[src/rtl/led_band_reader_pkg.sv]
// rtl/led_band_reader_pkg.sv - shared types and defaults for the LED band read scheduler
//
// Holds the scheduler state enum, the default band geometry and the output
// FIFO entry layout shared by led_band_reader and led_band_out_fifo.
package led_band_reader_pkg;

  localparam int unsigned DEF_COLUMNS          = 96;
  localparam int unsigned DEF_BYTES_PER_COLUMN = 144;
  localparam int unsigned ENTRY_DATA_WIDTH     = 8;

  typedef enum logic [1:0] {
    IDLE,
    FETCH,
    DRAIN
  } state_e;

  // One buffered byte plus its end-of-column tag.
  typedef struct packed {
    logic                        last;
    logic [ENTRY_DATA_WIDTH-1:0] data;
  } fifo_entry_t;

endpackage

[src/rtl/led_band_out_fifo.sv]
// rtl/led_band_out_fifo.sv - 2-entry output FIFO between band memory and LED shifter
//
// Ports:
//   clk_i, rst_ni     clock, asynchronous active-low reset
//   push_i, entry_i   write one entry (ignored when full and not popping)
//   pop_i             remove the head entry (ignored when empty)
//   entry_o, valid_o  head entry and non-empty flag
//   count_o           current occupancy, 0..2
module led_band_out_fifo
  import led_band_reader_pkg::*;
(
  input  logic        clk_i,
  input  logic        rst_ni,
  input  logic        push_i,
  input  fifo_entry_t entry_i,
  input  logic        pop_i,
  output fifo_entry_t entry_o,
  output logic        valid_o,
  output logic [1:0]  count_o
);

  fifo_entry_t mem_q [2];
  logic        wr_ptr_q;
  logic        rd_ptr_q;
  logic [1:0]  count_q;
  logic        do_push;
  logic        do_pop;

  assign do_pop  = pop_i && (count_q != 2'd0);
  assign do_push = push_i && ((count_q != 2'd2) || do_pop);

  always_ff @(posedge clk_i or negedge rst_ni) begin
    if (!rst_ni) begin
      mem_q[0] <= '0;
      mem_q[1] <= '0;
      wr_ptr_q <= 1'b0;
      rd_ptr_q <= 1'b0;
      count_q  <= 2'd0;
    end else begin
      if (do_push) begin
        mem_q[wr_ptr_q] <= entry_i;
        wr_ptr_q        <= ~wr_ptr_q;
      end
      if (do_pop) begin
        rd_ptr_q <= ~rd_ptr_q;
      end
      count_q <= count_q + {1'b0, do_push} - {1'b0, do_pop};
    end
  end

  assign entry_o = mem_q[rd_ptr_q];
  assign valid_o = (count_q != 2'd0);
  assign count_o = count_q;

endmodule

[src/rtl/led_band_reader.sv]
// rtl/led_band_reader.sv - per-column read scheduler streaming band memory bytes to the LED shifter
//
// On column_start it reads BYTES_PER_COLUMN consecutive bytes from the band
// memory (1-cycle read latency) and streams them out over valid/ready. A
// 2-entry FIFO absorbs the read latency; reads are throttled so buffered plus
// in-flight bytes never exceed 2.
//
// Build option: LED_BAND_DOUBLE_BUFFER_EN enables frame double-buffering via
// the top address bit; without it the bank bit and wr_bank are tied 0.
//
// Ports:
//   clk, nrst                  clock, asynchronous active-low reset
//   column_start, column_idx   start pulse and column to read
//   mem_read, mem_addr         read request to band memory
//   mem_data                   read data, valid the cycle after mem_read
//   out_data/valid/ready/last  byte stream to the LED shifter
//   busy                       column transfer in progress
//   overrun, start_err         dropped-start pulses (busy / index out of range)
//   swap_req, wr_bank          frame swap request and writer bank select
module led_band_reader
  import led_band_reader_pkg::*;
#(
  parameter int unsigned R_ADDR_WIDTH     = 15,
  parameter int unsigned R_DATA_WIDTH     = 8,
  parameter int unsigned COLUMNS          = DEF_COLUMNS,
  parameter int unsigned BYTES_PER_COLUMN = DEF_BYTES_PER_COLUMN,
  parameter int unsigned COL_WIDTH        = 7
) (
  input  logic                    clk,
  input  logic                    nrst,
  input  logic                    column_start,
  input  logic [COL_WIDTH-1:0]    column_idx,
  output logic                    mem_read,
  output logic [R_ADDR_WIDTH-1:0] mem_addr,
  input  logic [R_DATA_WIDTH-1:0] mem_data,
  output logic [R_DATA_WIDTH-1:0] out_data,
  output logic                    out_valid,
  input  logic                    out_ready,
  output logic                    out_last,
  output logic                    busy,
  output logic                    overrun,
  output logic                    start_err,
  input  logic                    swap_req,
  output logic                    wr_bank
);

  localparam int unsigned OFF_W = R_ADDR_WIDTH - 1;
  localparam int unsigned CNT_W = $clog2(BYTES_PER_COLUMN);
  localparam logic [CNT_W-1:0] LAST_BYTE = CNT_W'(BYTES_PER_COLUMN - 1);

  state_e           state_q;
  logic [OFF_W-1:0] base_q;
  logic [OFF_W-1:0] base_d;
  logic [CNT_W-1:0] byte_cnt_q;
  logic             rd_pend_q;    // read issued last cycle, data on mem_data now
  logic             last_pend_q;  // that read was the final byte of the column
  logic             overrun_q;
  logic             start_err_q;
  logic             read_bank;

  logic             start_ok;
  logic             issue;
  logic             pop;
  logic             fifo_valid;
  logic [1:0]       fifo_count;
  fifo_entry_t      push_entry;
  fifo_entry_t      head_entry;

  assign start_ok = column_start && (32'(column_idx) < COLUMNS);
  assign base_d   = OFF_W'(32'(column_idx) * BYTES_PER_COLUMN);
  assign pop      = fifo_valid && out_ready;

  // Credit check: a byte leaving this cycle frees its slot for a new read,
  // which keeps full rate with only two slots of storage.
  assign issue = (state_q == FETCH) &&
                 ((3'(fifo_count) + 3'(rd_pend_q)) < (3'd2 + 3'(pop)));

  assign mem_read = issue;
  assign mem_addr = {read_bank, base_q + OFF_W'(byte_cnt_q)};

  always_ff @(posedge clk or negedge nrst) begin
    if (!nrst) begin
      state_q     <= IDLE;
      base_q      <= '0;
      byte_cnt_q  <= '0;
      rd_pend_q   <= 1'b0;
      last_pend_q <= 1'b0;
      overrun_q   <= 1'b0;
      start_err_q <= 1'b0;
    end else begin
      overrun_q   <= column_start && (state_q != IDLE);
      start_err_q <= column_start && (state_q == IDLE) && !start_ok;
      rd_pend_q   <= issue;
      last_pend_q <= issue && (byte_cnt_q == LAST_BYTE);
      case (state_q)
        IDLE: begin
          if (start_ok) begin
            base_q     <= base_d;
            byte_cnt_q <= '0;
            state_q    <= FETCH;
          end
        end
        FETCH: begin
          if (issue) begin
            if (byte_cnt_q == LAST_BYTE) begin
              byte_cnt_q <= '0;
              state_q    <= DRAIN;
            end else begin
              byte_cnt_q <= byte_cnt_q + 1'b1;
            end
          end
        end
        DRAIN: begin
          // Leave once the final byte is handed over this cycle.
          if (!rd_pend_q && (fifo_count == {1'b0, pop})) begin
            state_q <= IDLE;
          end
        end
        default: state_q <= IDLE;
      endcase
    end
  end

`ifdef LED_BAND_DOUBLE_BUFFER_EN
  logic bank_q;
  logic swap_pend_q;

  // The bank only flips at the start of a revolution so a frame is never
  // split across banks; extra swap requests while pending collapse into one.
  always_ff @(posedge clk or negedge nrst) begin
    if (!nrst) begin
      bank_q      <= 1'b0;
      swap_pend_q <= 1'b0;
    end else if ((state_q == IDLE) && start_ok && (column_idx == '0) && swap_pend_q) begin
      bank_q      <= ~bank_q;
      swap_pend_q <= swap_req;
    end else if (swap_req) begin
      swap_pend_q <= 1'b1;
    end
  end

  assign read_bank = bank_q;
  assign wr_bank   = ~bank_q;
`else
  logic unused_swap_req;

  assign unused_swap_req = swap_req;
  assign read_bank       = 1'b0;
  assign wr_bank         = 1'b0;
`endif

  assign push_entry = fifo_entry_t'({last_pend_q, mem_data});

  led_band_out_fifo u_out_fifo (
    .clk_i   (clk),
    .rst_ni  (nrst),
    .push_i  (rd_pend_q),
    .entry_i (push_entry),
    .pop_i   (pop),
    .entry_o (head_entry),
    .valid_o (fifo_valid),
    .count_o (fifo_count)
  );

  assign out_data  = head_entry.data;
  assign out_valid = fifo_valid;
  assign out_last  = fifo_valid && head_entry.last;
  assign busy      = (state_q != IDLE);
  assign overrun   = overrun_q;
  assign start_err = start_err_q;

endmodule
[config.mk]
export PLATFORM = sky130hd
export DESIGN_NAME = led_band_reader
export DESIGN_NICKNAME = d
export VERILOG_FILES = /design/src/rtl/led_band_reader_pkg.sv /design/src/rtl/led_band_out_fifo.sv /design/src/rtl/led_band_reader.sv
export SDC_FILE = /design/constraint.sdc
export NUM_CORES = 1
export LEC_CHECK = 0
export ABC_AREA = 1
export BUFFER_PORTS_ARGS = -buffer_cell sky130_fd_sc_hd__buf_2
export CAP_MARGIN = 25
export CORE_ASPECT_RATIO = 2
export CORE_MARGIN = 3
export CORE_UTILIZATION = 41
export CTS_BUF_LIST = sky130_fd_sc_hd__clkbuf_16
export CTS_CLUSTER_DIAMETER = 200
export DETAILED_ROUTE_END_ITERATION = 7
export PLACE_DENSITY_LB_ADDON = 0.1
export SYNTH_ARGS = -nofsm -noshare
export SYNTH_HDL_FRONTEND = slang
export SYNTH_HIERARCHICAL = 1
export SYNTH_SLANG_ARGS = --single-unit
[constraint.sdc]
create_clock -name clk -period 3.9 [get_ports clk]
set_input_delay 0.585 -clock clk [delete_from_list [all_inputs] [get_ports clk]]
set_output_delay 0.585 -clock clk [all_outputs]
set_load 0.01 [all_outputs]
==> impl_metrics.ini <==
[layout]
fin_nets = 452
layout_common_cells = 146 x nand2_1, 46 x dfrtp_1, 46 x buf_2
seqCellArea_mm2 = 0.00115
drive_above_1_share_pct = 19.1
n_antenna_cell = 0
multiInputGateArea_mm2 = 0.00152
syn_to_final_growth_pct = 13.8
fillers = 690
final_common_cell = nand2_1
final_cell_area_mm2 = 0.00331

[run_status]
outcome = finished clean

[logic_synthesis]
synth_seq_area_share_pct = 39.6
synth_area_mm2 = 0.00291
synth-seq-cells = 46
syn_inst = 371
avgSynthCellArea_um2 = 7.84
yosysUniqueCellTypes = 34
synth_warnings = 6

[critical_path]
crit_chain = ha_1 > fa_1 > nand3_1 > nand2_1 > nand4_1 > xor2_1 > buf_2
crit_path_start_kind = flop
path_class = flop to output pin
cpPeakStageDelay_ps = 470
cp_slowest_cell = dfrtp_1
rrSetupSlack_ps = 1500
worstRegToRegCells = 13
crit-reg2reg-capture = u_out_fifo/count_o[1]
r2r_start = u_out_fifo/count_o[1]
cp.arrival_ps = 2080
critical-path-top-delay-family = adder cells
crit_buf_inv = 1
path_max_fanout = 7
worst_setup_path_end_kind = output pin
critPathRequiredTime_ps = 3310

[clock_tree]
clk_pin_slew_ps = 60
post-cts-setup-buffer-count = 0
cts_tree = yes
root_buffer = clkbuf_16
h-tree-depth = 2
clock_path_buffers = 2
hold_buffers = 0
numCtsBuffers = 5
insertion_delay_ps = 290
cts_sinks = 46
post_cts_resized = 0

[power]
p_sw_mw = 0.965
power.share.clock_pct = 18.7
ir_drop_mv = 0.222
netSwitchingFraction_pct = 44.2
power_density_mw_per_mm2 = 659
sequentialPowerShare_pct = 35.5
power.leakage_nw = 1.90
internal_power_mw = 1.22
combPwrFrac_pct = 45.8

[sta]
slew_viol_final = 0
min_period_over_period_pct = 68.3
fin_crit_ps = 2660
grt_setup_unrepaired = no
tightestPinTransition_ps = 595
fin_tns_setup_ps = 0
fin_ws_ps = 1240
whs_ps = 391
clock_skew_ps = 7.36
slew_headroom_pct = 60.3
setup_viol_count_final = 0
fmax_mhz = 375
final_hold_viol_count = 0

[floorplan]
die_h_um = 125
io_pins = 50
fp-row-count = 42
start_util_pct = 42.9
dieArea_mm2 = 0.00821
core_mm2 = 0.00678
fp.dieW_um = 65.6

[detailed_routing]
drc = 0
drt_iter0_markers = 143
wirelength_mm = 6.64
post_drt_wl_per_cell_um = 13.3
vias_per_cell = 4.90
num_vias = 2457
dr.pass1.iters = 4
antenna_left = 0

[place]
globalplace.congestion = 0.816
placed_area_mm2 = 0.00318
hpwlAfterDp_mm = 5.13
dp_slack_ps = 1510
port_buffers = 46

[global_routing]
grt_pass1_wl_mm = 11.2
grt_overflow = 0
antenna_found_initial = 0
grt_usage_pct = 17.5
grt_max_degree = 47
grt_pass1_vias = 2389

[flow_run]
cap_violations = 0

[hold_path]
worstHoldPathType = input port to asynchronous set/reset pin
## layout make-up
type | count | share of cell area (%)
Sequential cell | 46 | 34.8
Clock buffer | 5 | 3.78
Tap cell | 88 | 3.33
Multi-Input combinational cell | 275 | 46.0
Timing Repair Buffer | 48 | 7.41
Clock inverter | 2 | 0.302
Inverter | 37 | 4.38
## cell families after synthesis
| group | Yosys count | share of synthesized area [%] |
|---|---|---|
| DFF | 46 | 39.6 |
| buffers and inverters | 51 | 8.21 |
| xor gates and xnor gates | 13 | 3.91 |
| AOI/OAI and AO/OA | 15 | 3.27 |
| and+or+nand+nor | 226 | 36.2 |
| adders and majority gates | 19 | 8.68 |
| other | 1 | 0.129 |
## cells in the mapped netlist (all sizes together)
cell	instances	area share, %
o21ai	5	0.99
xor2	10	3.0
o211ai	1	0.26
nor3	2	0.34
a21oi	7	1.3
nand4	22	4.7
clkinv	1	0.17
nand3	28	6.2
inv	36	4.8
o31ai	1	0.43
o21bai	1	0.26
fa	2	1.4
dfrtp	46	40
ha	17	7.3
buf	14	3.2
nand2	150	20
xnor2	3	0.90
nand3b	1	0.26
conb	1	0.13
nor2	23	4.7
## power by group through the flow
| stage | Combinational (mW) | Sequential, mW | Clock [mW] |
|---|---|---|---|
| 6_report | 0.999 | 0.775 | 0.408 |
| 3_3_place_gp | 1.00 | 0.781 | 0 |
| 4_1_cts | 1.02 | 0.776 | 0.425 |
| 2_1_floorplan | 0.809 | 0.728 | 0 |
| 5_1_grt | 1.15 | 0.798 | 0.437 |
| 3_5_place_dp | 1.01 | 0.785 | 0 |
## sequential cells by signal, indices dropped and copies added, names as in the netlist
| signal | cells |
|---|---|
| u_out_fifo/mem_q | 18 |
| base_q | 10 |
| byte_cnt_q | 8 |
| state_q | 2 |
| u_out_fifo/count_o | 2 |
| last_pend_q | 1 |
| overrun | 1 |
| rd_pend_q | 1 |
| start_err | 1 |
| u_out_fifo/rd_ptr_q | 1 |
| u_out_fifo/wr_ptr_q | 1 |
## metrics by stage
| step | std cells | utilization [%] | power, mW |
|---|---|---|---|
| 2_1_floorplan | 372 | - | 1.54 |
| 3_3_place_gp | 494 | 46.8 | 1.78 |
| 3_5_place_dp | 494 | 46.8 | 1.80 |
| 4_1_cts | 501 | 48.8 | 2.22 |
| 5_1_grt | 501 | 48.8 | 2.38 |
| 6_report | 501 | 48.8 | 2.18 |
## worst max-delay path by stage
stage | from | endpoint | slack [ps] | cells after the start
final | byte_cnt_q[4] | mem_addr[12] | 1240 | 7
after global routing | byte_cnt_q[4] | mem_addr[10] | 1110 | 8
after CTS | byte_cnt_q[4] | mem_addr[12] | 1220 | 7
after detailed placement | u_out_fifo/count_o[1] | u_out_fifo/count_o[1] | 1510 | 13
after global placement | byte_cnt_q[4] | mem_addr[10] | 1540 | 8
after floorplan | byte_cnt_q[4] | mem_addr[12] | 1760 | 6
## worst reg2reg max path, cell delays in order (launching register included)
cell and delay, ps:
dfrtp_1 440, inv_1 100, nand2_1 140, nand2_1 140
inv_1 60, inv_1 60, nand3_2 370, nand2_1 240
ha_1 250, inv_1 60, ha_1 180, xor2_1 170
nor2_1 50, nor2_1 80
## metal layers
layer | up-vias | part of all wire [%] | GRT usage, %
met4 | 0 | 1.8 | 6.72
li1 | 1260 | - | -
met2 | 49 | 57 | 33.9
met3 | 9 | 4.1 | 3.32
met5 | - | 0 | 0
met1 | 1139 | 37 | 17.5
(Power assumes the default switching activity.)
